## src/rtl/bus_ctrl_pkg.sv

```systemverilog
// Shared types for the 8008 bus controller: core state encoding and bus cycle types.
package internal_defines;

  typedef enum logic [2:0] {
    WAIT    = 3'b000,
    T2      = 3'b001,
    T1      = 3'b010,
    T1I     = 3'b011,
    T3      = 3'b100,
    T5      = 3'b101,
    STOPPED = 3'b110,
    T4      = 3'b111
  } state_t;

  typedef enum logic [1:0] {
    PCI = 2'b00,
    PCR = 2'b01,
    PCC = 2'b10,
    PCW = 2'b11
  } cycle_type_t;

endpackage

```

## src/rtl/bus_ctrl_wait_gen.sv

```systemverilog
// Wait-state generator: loadable down-counter saturating at zero, with a
// registered ready flag that is high whenever the count is zero.
module wait_gen #(
  parameter int CNT_WIDTH = 4
) (
  input  logic                 clk,
  input  logic                 rst,
  input  logic                 load,
  input  logic                 dec,
  input  logic [CNT_WIDTH-1:0] load_val,
  output logic                 ready
);

  logic [CNT_WIDTH-1:0] cnt;
  logic [CNT_WIDTH-1:0] cnt_next;

  always_comb begin
    cnt_next = cnt;
    if (load)
      cnt_next = load_val;
    else if (dec && (cnt != '0))
      cnt_next = cnt - 1'b1;
  end

  // ready mirrors the next count so it is a flop output, never combinational
  always_ff @(posedge clk) begin
    if (rst) begin
      cnt   <= '0;
      ready <= 1'b1;
    end else begin
      cnt   <= cnt_next;
      ready <= (cnt_next == '0);
    end
  end

endmodule

```

## src/rtl/bus_ctrl.sv

```systemverilog
// 8008 processor-side bus controller: demultiplexes address/cycle type from
// T1/T2, runs the memory or I/O transfer in T3 and paces the core via ready.
module bus_ctrl
  import internal_defines::*;
#(
  parameter int WAIT_STATES = 0,
  parameter int DATA_WIDTH  = 8,
  parameter int ADDR_WIDTH  = 14
) (
  input  logic                  clk,
  input  logic                  rst,
  input  state_t                state,
  input  logic [DATA_WIDTH-1:0] core_dout,
  output logic [DATA_WIDTH-1:0] core_din,
  output logic                  ready,
  output logic [ADDR_WIDTH-1:0] mem_addr,
  input  logic [DATA_WIDTH-1:0] mem_rdata,
  output logic                  mem_rd,
  output logic [DATA_WIDTH-1:0] mem_wdata,
  output logic                  mem_we,
  output cycle_type_t           cycle_type,
  output logic [4:0]            io_port,
  input  logic [DATA_WIDTH-1:0] io_rdata,
  output logic                  io_rd,
  output logic [DATA_WIDTH-1:0] io_wdata,
  output logic                  io_wr,
  input  logic [DATA_WIDTH-1:0] intr_opcode,
  output logic                  intr_ack
);

  localparam int HI_W = ADDR_WIDTH - DATA_WIDTH;

  logic [DATA_WIDTH-1:0] addr_lo;
  logic [HI_W-1:0]       addr_hi;
  logic                  ack_q;
  logic                  in_t1;
  logic                  is_inp;

  assign in_t1    = (state == T1) || (state == T1I);
  assign mem_addr = {addr_hi, addr_lo};
  assign io_port  = addr_hi[HI_W-1:1];
  assign io_wdata = addr_lo;
  assign is_inp   = (io_port[4:3] == 2'b00);

  wait_gen #(
    .CNT_WIDTH (4)
  ) u_wait_gen (
    .clk      (clk),
    .rst      (rst),
    .load     (in_t1),
    .dec      ((state == T2) || (state == WAIT)),
    .load_val (4'(WAIT_STATES)),
    .ready    (ready)
  );

  always_comb begin
    core_din = '0;
    mem_rd   = 1'b0;
    io_rd    = 1'b0;
    intr_ack = 1'b0;
    if (state == T3) begin
      case (cycle_type)
        PCI: begin
          // interrupt-acknowledge fetch: jam the opcode instead of reading memory
          if (ack_q) begin
            core_din = intr_opcode;
            intr_ack = 1'b1;
          end else begin
            core_din = mem_rdata;
            mem_rd   = 1'b1;
          end
        end
        PCR: begin
          core_din = mem_rdata;
          mem_rd   = 1'b1;
        end
        PCC: begin
          if (is_inp) begin
            core_din = io_rdata;
            io_rd    = 1'b1;
          end
        end
        default: ;
      endcase
    end
  end

  always_ff @(posedge clk) begin
    if (rst) begin
      addr_lo    <= '0;
      addr_hi    <= '0;
      ack_q      <= 1'b0;
      cycle_type <= PCI;
      mem_wdata  <= '0;
      mem_we     <= 1'b0;
      io_wr      <= 1'b0;
    end else begin
      mem_we <= 1'b0;
      io_wr  <= 1'b0;
      if (in_t1) begin
        addr_lo <= core_dout;
        ack_q   <= (state == T1I);
      end
      if (state == T2) begin
        addr_hi    <= core_dout[HI_W-1:0];
        cycle_type <= cycle_type_t'(core_dout[DATA_WIDTH-1 -: 2]);
      end
      // write strobes fire in the clk after T3, with address and data still held
      if (state == T3) begin
        if (cycle_type == PCW) begin
          mem_wdata <= core_dout;
          mem_we    <= 1'b1;
        end
        if ((cycle_type == PCC) && !is_inp)
          io_wr <= 1'b1;
      end
    end
  end

endmodule

```

## config.mk

```make
export PLATFORM = sky130hd
export DESIGN_NAME = bus_ctrl
export DESIGN_NICKNAME = d
export VERILOG_FILES = /design/src/rtl/bus_ctrl_pkg.sv /design/src/rtl/bus_ctrl_wait_gen.sv /design/src/rtl/bus_ctrl.sv
export SDC_FILE = /design/constraint.sdc
export NUM_CORES = 1
export LEC_CHECK = 0
export BUFFER_PORTS_ARGS = -buffer_cell sky130_fd_sc_hd__buf_4
export CORE_ASPECT_RATIO = 1.4
export CORE_UTILIZATION = 30
export CTS_CLUSTER_SIZE = 16
export DETAILED_ROUTE_END_ITERATION = 12
export GPL_ROUTABILITY_DRIVEN = 1
export SLEW_MARGIN = 20
export SYNTH_ARGS = -nofsm -noshare
export SYNTH_HDL_FRONTEND = slang
export SYNTH_SLANG_ARGS = --single-unit
export TNS_END_PERCENT = 30
```

## constraint.sdc

```tcl
create_clock -name clk -period 3.6 [get_ports clk]
set_input_delay 0.72 -clock clk [delete_from_list [all_inputs] [get_ports clk]]
set_output_delay 0.72 -clock clk [all_outputs]
set_load 0.02 [all_outputs]
```

======== Word level (Yosys, flattened, before mapping) ========
Cells that the tools add are included.
storage, ports and cells
  bits in registers ....................... 32
  output and inout bits ................... 51
  word-level logic and storage cells ...... 47
cells by class
  $add $sub $neg .......................... 1
  equal/unequal tests ..................... 7
  multiplexer cells ....................... 17
  bitwise operators ....................... 1
  reduce and logical (&&, ||, !) cells .... 12
operators with widths
  operator               count
  $mux W8                3
  $pmux W8 S3            1
  $mux W1                10
  $mux W4                2
  $eq A3 B2 Y1 const B   2
  $eq A2 B2 Y1 const B   2
  $logic_not A2 Y1       2
  $logic_not A4 Y1       1
  $reduce_bool A4 Y1     1
  $sub A4 B1 Y4 const B  1
  $eq A3 B1 Y1 const B   1
  $eq A3 B3 Y1 const B   1
  $logic_not A3 Y1       1
  $eq A2 B1 Y1 const B   1
  $logic_and A1 B1 Y1    2
  $logic_or A1 B1 Y1     2
  $pmux W1 S2            1
  $reduce_and A2 Y1      1
  $reduce_or A2 Y1       1
  $logic_not A1 Y1       1
  $not A1 Y1             1

======== Longest topological paths before layout ========
Gate-level depths: netlist (run 1).
  depth after elaboration ................. 6
  mapped depth ............................ 6

======== Cells and area by module ========
Synthesis (run 1) repeated with hierarchy kept, for this count alone.
unflattened totals
  cell total of the unflattened synthesis .. 199
  area total of the unflattened synthesis .. 1762.9 um^2
by module, submodules not included
  module    times used  cells an instance  area an instance (um^2)  sequential area each (um^2)
  bus_ctrl  1           169                1493.9                   540.5
  wait_gen  1           30                 269.0                    100.1

======== Worst setup path after synthesis (run 1) ========
No wires, ideal clock.
  path kind ............................... in2out
  from .................................... input state[2]
  to ...................................... output io_rd
  arrival ................................. 2.019 ns
  setup slack ............................. 0.861 ns
  cell stages on the path ................. 4
  buffers on the path ..................... 2
  cells stage by stage .................... buf_6 or3b_1 buf_2 nor4_1
between the ends
  longest elaborated chain between the ends .. 2
RTL lines
  item                RTL line        RTL
  start: declaration  bus_ctrl.sv:12  input state_t state,
  $eq A3 B3 Y1        bus_ctrl.sv:61  if (state == T3) begin
  $mux W1             bus_ctrl.sv:61
  end: declaration    bus_ctrl.sv:24  output logic io_rd,
Every way passes these cells.

======== Worst setup path after layout (run 1) ========
  from .................................... input state[1]
  to ...................................... output core_din[5]
between the ends
  longest elaborated chain between the ends .. 2
RTL lines
  item              RTL line        RTL
  $eq A3 B3 Y1      bus_ctrl.sv:61
  $mux W8           bus_ctrl.sv:61
  end: declaration  bus_ctrl.sv:14  output logic [DATA_WIDTH-1:0] core_din,
Every way passes these cells.

==> qor.txt, run 1 <==
Status - finished, final reports clean
Ys async rst share - 0
Antenna diodes - 0
Layout cells sized above 1 - 0.367
Yosys reg bits - 32
Reg2reg setup slack - 1810 ps
Warnings, synthesis - 0
Slew Limit Fails - 0
CP required - 2880 ps
Final critical-path share of the clock period - 0.797
Post-synth top cells - 63 x nand2_1, 32 x dfxtp_1, 26 x a21oi_1
Internal - 0.577 mW
Startpoint Class - primary input
Clk buf depth - 2
Vias in the first global route - 1,415
Routed Wire Length - 4250 um
Clock-pin slew on the worst setup and hold paths - 60 ps
Sink Count - 32
Die height - 87.9 um
Post-CTS Resized - 0
Register area share after synthesis - 0.405
Drc violations - 0
Max_cap viols - 0
Crit path time final - 2870 ps
Fin Setup TNS - 0 ps
Net Count, Synth - 244
Worst path arrival time - 2150 ps
Synth Area in Simple Gates - 0.285
Synth Area per Inst - 7.68 sq um
Max Clock Skew - 2.12 ps
Type of the worst setup path - primary input to output pin
PD cells - 345 nW/um^2
Compound-Gate Fraction of Synth Area - 0.146
# IOs - 88
Crit-path max cell delay - 560 ps
RR Endpoint - u_wait_gen.ready
Comb pwr share - 0.163
Register-to-Register Path Depth - 6
Netlist Area Pre-Place - 1580 sq um
Total Power - 0.781 mW
Switching power - 0.204 mW
Largest net degree at the start of global routing - 33
RSZ-0062 raised after global routing - false
Root buffer cell - clkbuf_8
Initial antenna violation count - 0
Worst-Margin Slew - 806 ps
Reg-to-Reg Start - u_wait_gen.cnt[1]
Primary FF master, synth - dfxtp_1
Nets - 315
DR pass1 iterations - 4
Switch share - 0.261
Ranking of synthesized cells by area - dfxtp_1 40%, nand2_1 15%, a21oi_1 8.2%
Number of H-tree levels - 2
Core Util, Final - 0.456
Initial DRC Count - 21
Synth cell types - 32
Die width - 63.4 um
Sequential Power Share - 0.472
Crit path cell chain - buf_4 > or3b_1 > nand2b_1 > a21oi_1 > buf_4
Aggregate global routing overflow - 0
First-pass GRT wire length - 6770 um
Final GP Congestion - 0.730
Dpl hpwl - 3220 um
Endpoints failing hold - 0
Synth Instances - 206
Post-synthesis mux area share - 0.0506
HP Class - flop to flop
Final Setup Violations - 0
Worst vdd ir - 172 uV
FP Rows - 30
Initial Util - 0.319
Crit Path Max Fanout - 8
Post-DRT Antenna Nets - 0
WL/cell - 12.4 um
Synth Area in Adders - 0.00791
Fmax achieved - 349 MHz
Core area - 4950 sq um
Slowest cell on crit path - or3b_1
Top cell type's share of synthesized area - 0.405
Vias per cell - 4.65
CTS tree - done
Synth Area in XOR/XNOR - 0
Fillers - 532
Most common cell in the netlist - nand2_1
Clock share of power - 0.365
Worst setup EP type - output pin
Cts bufs inserted - 5
Setup Fix Bufs, Post-CTS - 0
Buf+Inv Stages, Crit Path - 2
Worst path depth - 5
DR vias - 1,592
Most frequent CP cell - buf_4
Post-synth EDFFs - 0
Die area - 5570 sq um
Leakage - 1.03 nW
Worst slew margin - 0.459
Main combinational cell family by area after synthesis - simple AND/OR/NAND/NOR gates
Setup crit end - core_din[5]
Worst Setup SP - state[1]
IO buf count - 87
Cell taking the most area after synthesis - dfxtp_1
Area Growth Syn to Fin - 42.8%
Clock latency at the later pin of the worst-skew pair - 280 ps
Aggregate global-route resource usage - 0.155
Hold Buf Count CTS - 0
CP delay by family, top - simple AND/OR/NAND/NOR gates
==> cells by family (layout without fill, tap and decap cells) <==
group           count (synthesis)  in the layout
simple gates                   99             99
compound gates                 39             39
flops                          32             32
buf+inv                        27             99
fa+ha+maj                       1              1
mux                             8              8
==> registers in the layout, summed over array words and instances (netlist names) <==
signal and flops:
addr_hi 6, u_wait_gen.cnt 4, ack_q 1, io_wdata 8, cycle_type 2, u_wait_gen.ready 1, mem_we 1, io_wr 1
mem_wdata 8
==> area by class of cell <==
class	count	area [sq um]	share of cell area
sequential	32	641	0.283
multi-input combinational	147	774	0.343
tap	64	80.1	0.0354
inverter	3	11.3	0.00498
timing repair buffer	88	661	0.292
clock buffer	7	86.3	0.0382
clock inverter	1	7.51	0.00332
==> tightest hold or removal path, cell delays in order (launching register included) <==
cell and delay (ps):
dfxtp_1 310, nand2_1 50, a21oi_1 60
==> layer usage <==
metal / track usage / wire length [um] / up-vias
li1: - / - / 816
met1: 0.172 / 1730 / 703
met2: 0.273 / 2070 / 67
met3: 0.0521 / 380 / 6
met4: 0.0620 / 65 / 0
met5: 0 / 0 / -
==> power by group through the flow <==
| stage | sequential [mW] | combinational (mW) | clock, mW |
|---|---|---|---|
| floorplan | 0.384 | 0.0628 | 0 |
| global placement | 0.376 | 0.128 | 0 |
| detailed placement | 0.376 | 0.129 | 0 |
| CTS | 0.369 | 0.129 | 0.290 |
| global route | 0.369 | 0.138 | 0.311 |
| finish | 0.368 | 0.128 | 0.285 |
==> worst min path at each step <==
stage	from	to	slack, ps	cells past startpoint
global route	addr_hi[0]	addr_hi[0]	490	2
CTS	addr_hi[0]	addr_hi[0]	470	2
detailed placement	addr_hi[0]	addr_hi[0]	460	2
floorplan	ack_q	ack_q	450	2
global placement	addr_hi[0]	addr_hi[0]	440	2
finish	addr_hi[0]	addr_hi[0]	460	2
==> layout by cell type (no fill, tap or decap), types with 2 or more instances in the layout <==
cell type / Yosys / final
nor2_1: 12 / 12
nor4_1: 3 / 3
a21oi_1: 26 / 26
nand3_1: 3 / 3
inv_1: 2 / 2
nand2_1: 63 / 63
dfxtp_1: 32 / 32
nand2b_1: 4 / 4
buf_4: 13 / 88
a21o_1: 8 / 8
mux2i_1: 8 / 8
nor3_1: 4 / 4
clkbuf_8: 0 / 6
==> per-stage QoR <==
stage	worst slack (ps)	hold WS, ps	std cells	instance area [sq um]
floorplan	861	445	206	1580
global placement	769	445	334	2170
detailed placement	729	457	334	2170
CTS	730	466	342	2260
global route	614	486	342	2260
finish	731	463	342	2260
Note: power is estimated with default switching activity, not from simulation.
==> inputs of run 2 (changes only) <==
==> constraint.sdc (replaced) <==
create_clock -name clk -period 2.46 [get_ports clk]
set_input_delay 0.492 -clock clk [delete_from_list [all_inputs] [get_ports clk]]
set_output_delay 0.492 -clock clk [all_outputs]
set_load 0.02 [all_outputs]
==> run 2 against run 1 <==
Cell count grew 1.2%. Wire length shrank 0.54%. Sequential power grew 47%. Via count grew 0.50%. Count of clock-buffer cells in the layout shrank 1. Clock skew shrank 0.64 ps. Hold slack lost 4.6 ps. Global-route usage shrank 0.32 points. Critical endpoint is now core_din[1]. Highest routed layer unchanged.
==> qor.txt, run 2 (same netlist as run 1, synthesis figures left out) <==
Status - finished, final reports clean
Worst Hold Launch - addr_hi[0]
Worst Setup SP - state[1]
Most frequent cells in the layout - 92 x buf_4, 63 x nand2_1, 32 x dfxtp_1
Dpl hpwl - 3200 um (-0.35%)
Internal - 0.921 mW (+59%)
Antenna diodes - 0 (unchanged)
Most common cell after layout, fill and taps aside - buf_4
Vias per cell - 4.62 (-0.66%)
Final critical-path share of the clock period - 0.883
Vias in the first global route - 1,416 (+0.071%)
Layout cells sized above 1 - 0.376 (+0.00898)
Sink Count - 32 (unchanged)
GRT Max-Usage Layer - met2
Initial Util - 0.319 (unchanged)
GR Util met3 - 0.0443 (-0.00781)
Cts bufs inserted - 5 (unchanged)
Post-CTS Resized - 0 (unchanged)
CP required - 1970 ps (-910 ps)
CTS tree - done
Initial antenna violation count - 0 (unchanged)
Final Setup Violations - 0 (unchanged)
Clock-pin slew on the worst setup and hold paths - 70 ps (about the same)
WHS - 459 ps (-4.61 ps)
Initial DRC Count - 38 (+81%)
WL/cell - 12.2 um (-1.7%)
Worst vdd ir - 323 uV (+88%)
Number of H-tree levels - 2 (unchanged)
Endpoints failing hold - 0 (unchanged)
Switching power - 0.297 mW (+46%)
Area Growth Syn to Fin - 45.6%
Aggregate global routing overflow - 0 (unchanged)
DR pass1 iterations - 4 (unchanged)
Die width - 63.4 um (unchanged)
Die area - 5570 sq um (unchanged)
Nets - 319 (+1.3%)
Reg-to-Reg Start - u_wait_gen.cnt[0]
Setup Fix Bufs, Post-CTS - 0 (unchanged)
# IOs - 88 (unchanged)
Crit Path Max Fanout - 8 (unchanged)
Crit path time final - 2170 ps
Worst path arrival time - 1680 ps (-470 ps)
Largest net degree at the start of global routing - 33 (unchanged)
IO buf count - 87 (unchanged)
Sequential Power Share - 0.444 (-0.028)
Drc violations - 0 (unchanged)
Met2 usage - 0.264 (-0.00870)
Post-DRT Antenna Nets - 0 (unchanged)
Startpoint Class - primary input
Slew Limit Fails - 0 (unchanged)
First-pass GRT wire length - 6650 um (-1.7%)
Max Clock Skew - 1.49 ps (-0.636 ps)
Hold Buf Count CTS - 0 (unchanged)
Worst-Margin Slew - 634 ps (-172 ps)
Type of the worst setup path - primary input to output pin
FP Rows - 30 (unchanged)
Switch share - 0.244 (-0.0168)
Clk buf depth - 2 (unchanged)
Worst slew margin - 0.576 (+0.117)
HP Class - flop to flop
Worst setup EP type - output pin
Routed Wire Length - 4220 um (-0.54%)
Comb pwr share - 0.155 (-0.008)
GR Util met1 - 0.172 (about the same)
Root buffer cell - clkbuf_8
PD cells - 528 nW/um^2 (+53%)
Max_cap viols - 0 (unchanged)
Die height - 87.9 um (unchanged)
DR vias - 1,600 (+0.50%)
Fillers - 530 (-0.38%)
Final GP Congestion - 0.720 (-1.4%)
Fmax achieved - 460 MHz
Clock share of power - 0.402 (+0.037)
Leakage - 1.06 nW (+2.9%)
Aggregate global-route resource usage - 0.152 (-0.00323)
Clock latency at the later pin of the worst-skew pair - 280 ps (about the same)
RSZ-0062 raised after global routing - false
Core area - 4950 sq um (unchanged)
Fin Setup TNS - 0 ps (unchanged)
==> run 2: critical path: stages <==
cell and delay, ps:
buf_4 130, or3b_1 420, nand2b_1 290, a21oi_1 180
buf_4 160
==> run 2: layout make-up <==
type | count | area [sq um] | area share
inverters | 3 | 11.3 | 0.00489
clock inverters | 2 | 35.0 | 0.0152
repair buffers | 92 | 691 | 0.300
clock buffers | 6 | 72.6 | 0.0315
multi-input cells | 147 | 774 | 0.336
flip-flops and latches | 32 | 641 | 0.278
well taps | 64 | 80.1 | 0.0347
==> run 2: routing by layer <==
layer / vias to the layer above / share of wire / wire, um
li1: 820 / - / -
met1: 711 / 0.41 / 1730
met2: 63 / 0.49 / 2080
met3: 6 / 0.081 / 343
met4: 0 / 0.018 / 74
met5: - / 0 / 0
==> run 2: final timing paths <==
check	endpoint	slack, ps	depth (start not counted)
setup / recovery	core_din[1]	290	5
hold / removal	addr_hi[0]	460	2
hold reg to reg	addr_hi[0]	460	2
setup reg to reg	u_wait_gen.ready	670	6
==> run 2: power groups by stage <==
stage | combinational, mW | sequential, mW | clock, mW
global route | 0.203 | 0.542 | 0.523
CTS | 0.190 | 0.541 | 0.501
finish | 0.188 | 0.540 | 0.489
detailed placement | 0.189 | 0.552 | 0
global placement | 0.190 | 0.552 | 0
floorplan | 0.0919 | 0.561 | 0
==> run 2: stage by stage <==
stage | power [mW] | utilization | setup WS, ps | instances | area [sq um]
2_1_floorplan | 0.653 | - | 177 | 206 | 1580
3_3_place_gp | 0.741 | 0.443 | 295 | 338 | 2200
3_5_place_dp | 0.741 | 0.443 | 281 | 338 | 2200
4_1_cts | 1.23 | 0.465 | 280 | 346 | 2300
5_1_grt | 1.27 | 0.465 | 156 | 346 | 2300
6_report | 1.22 | 0.465 | 287 | 346 | 2300
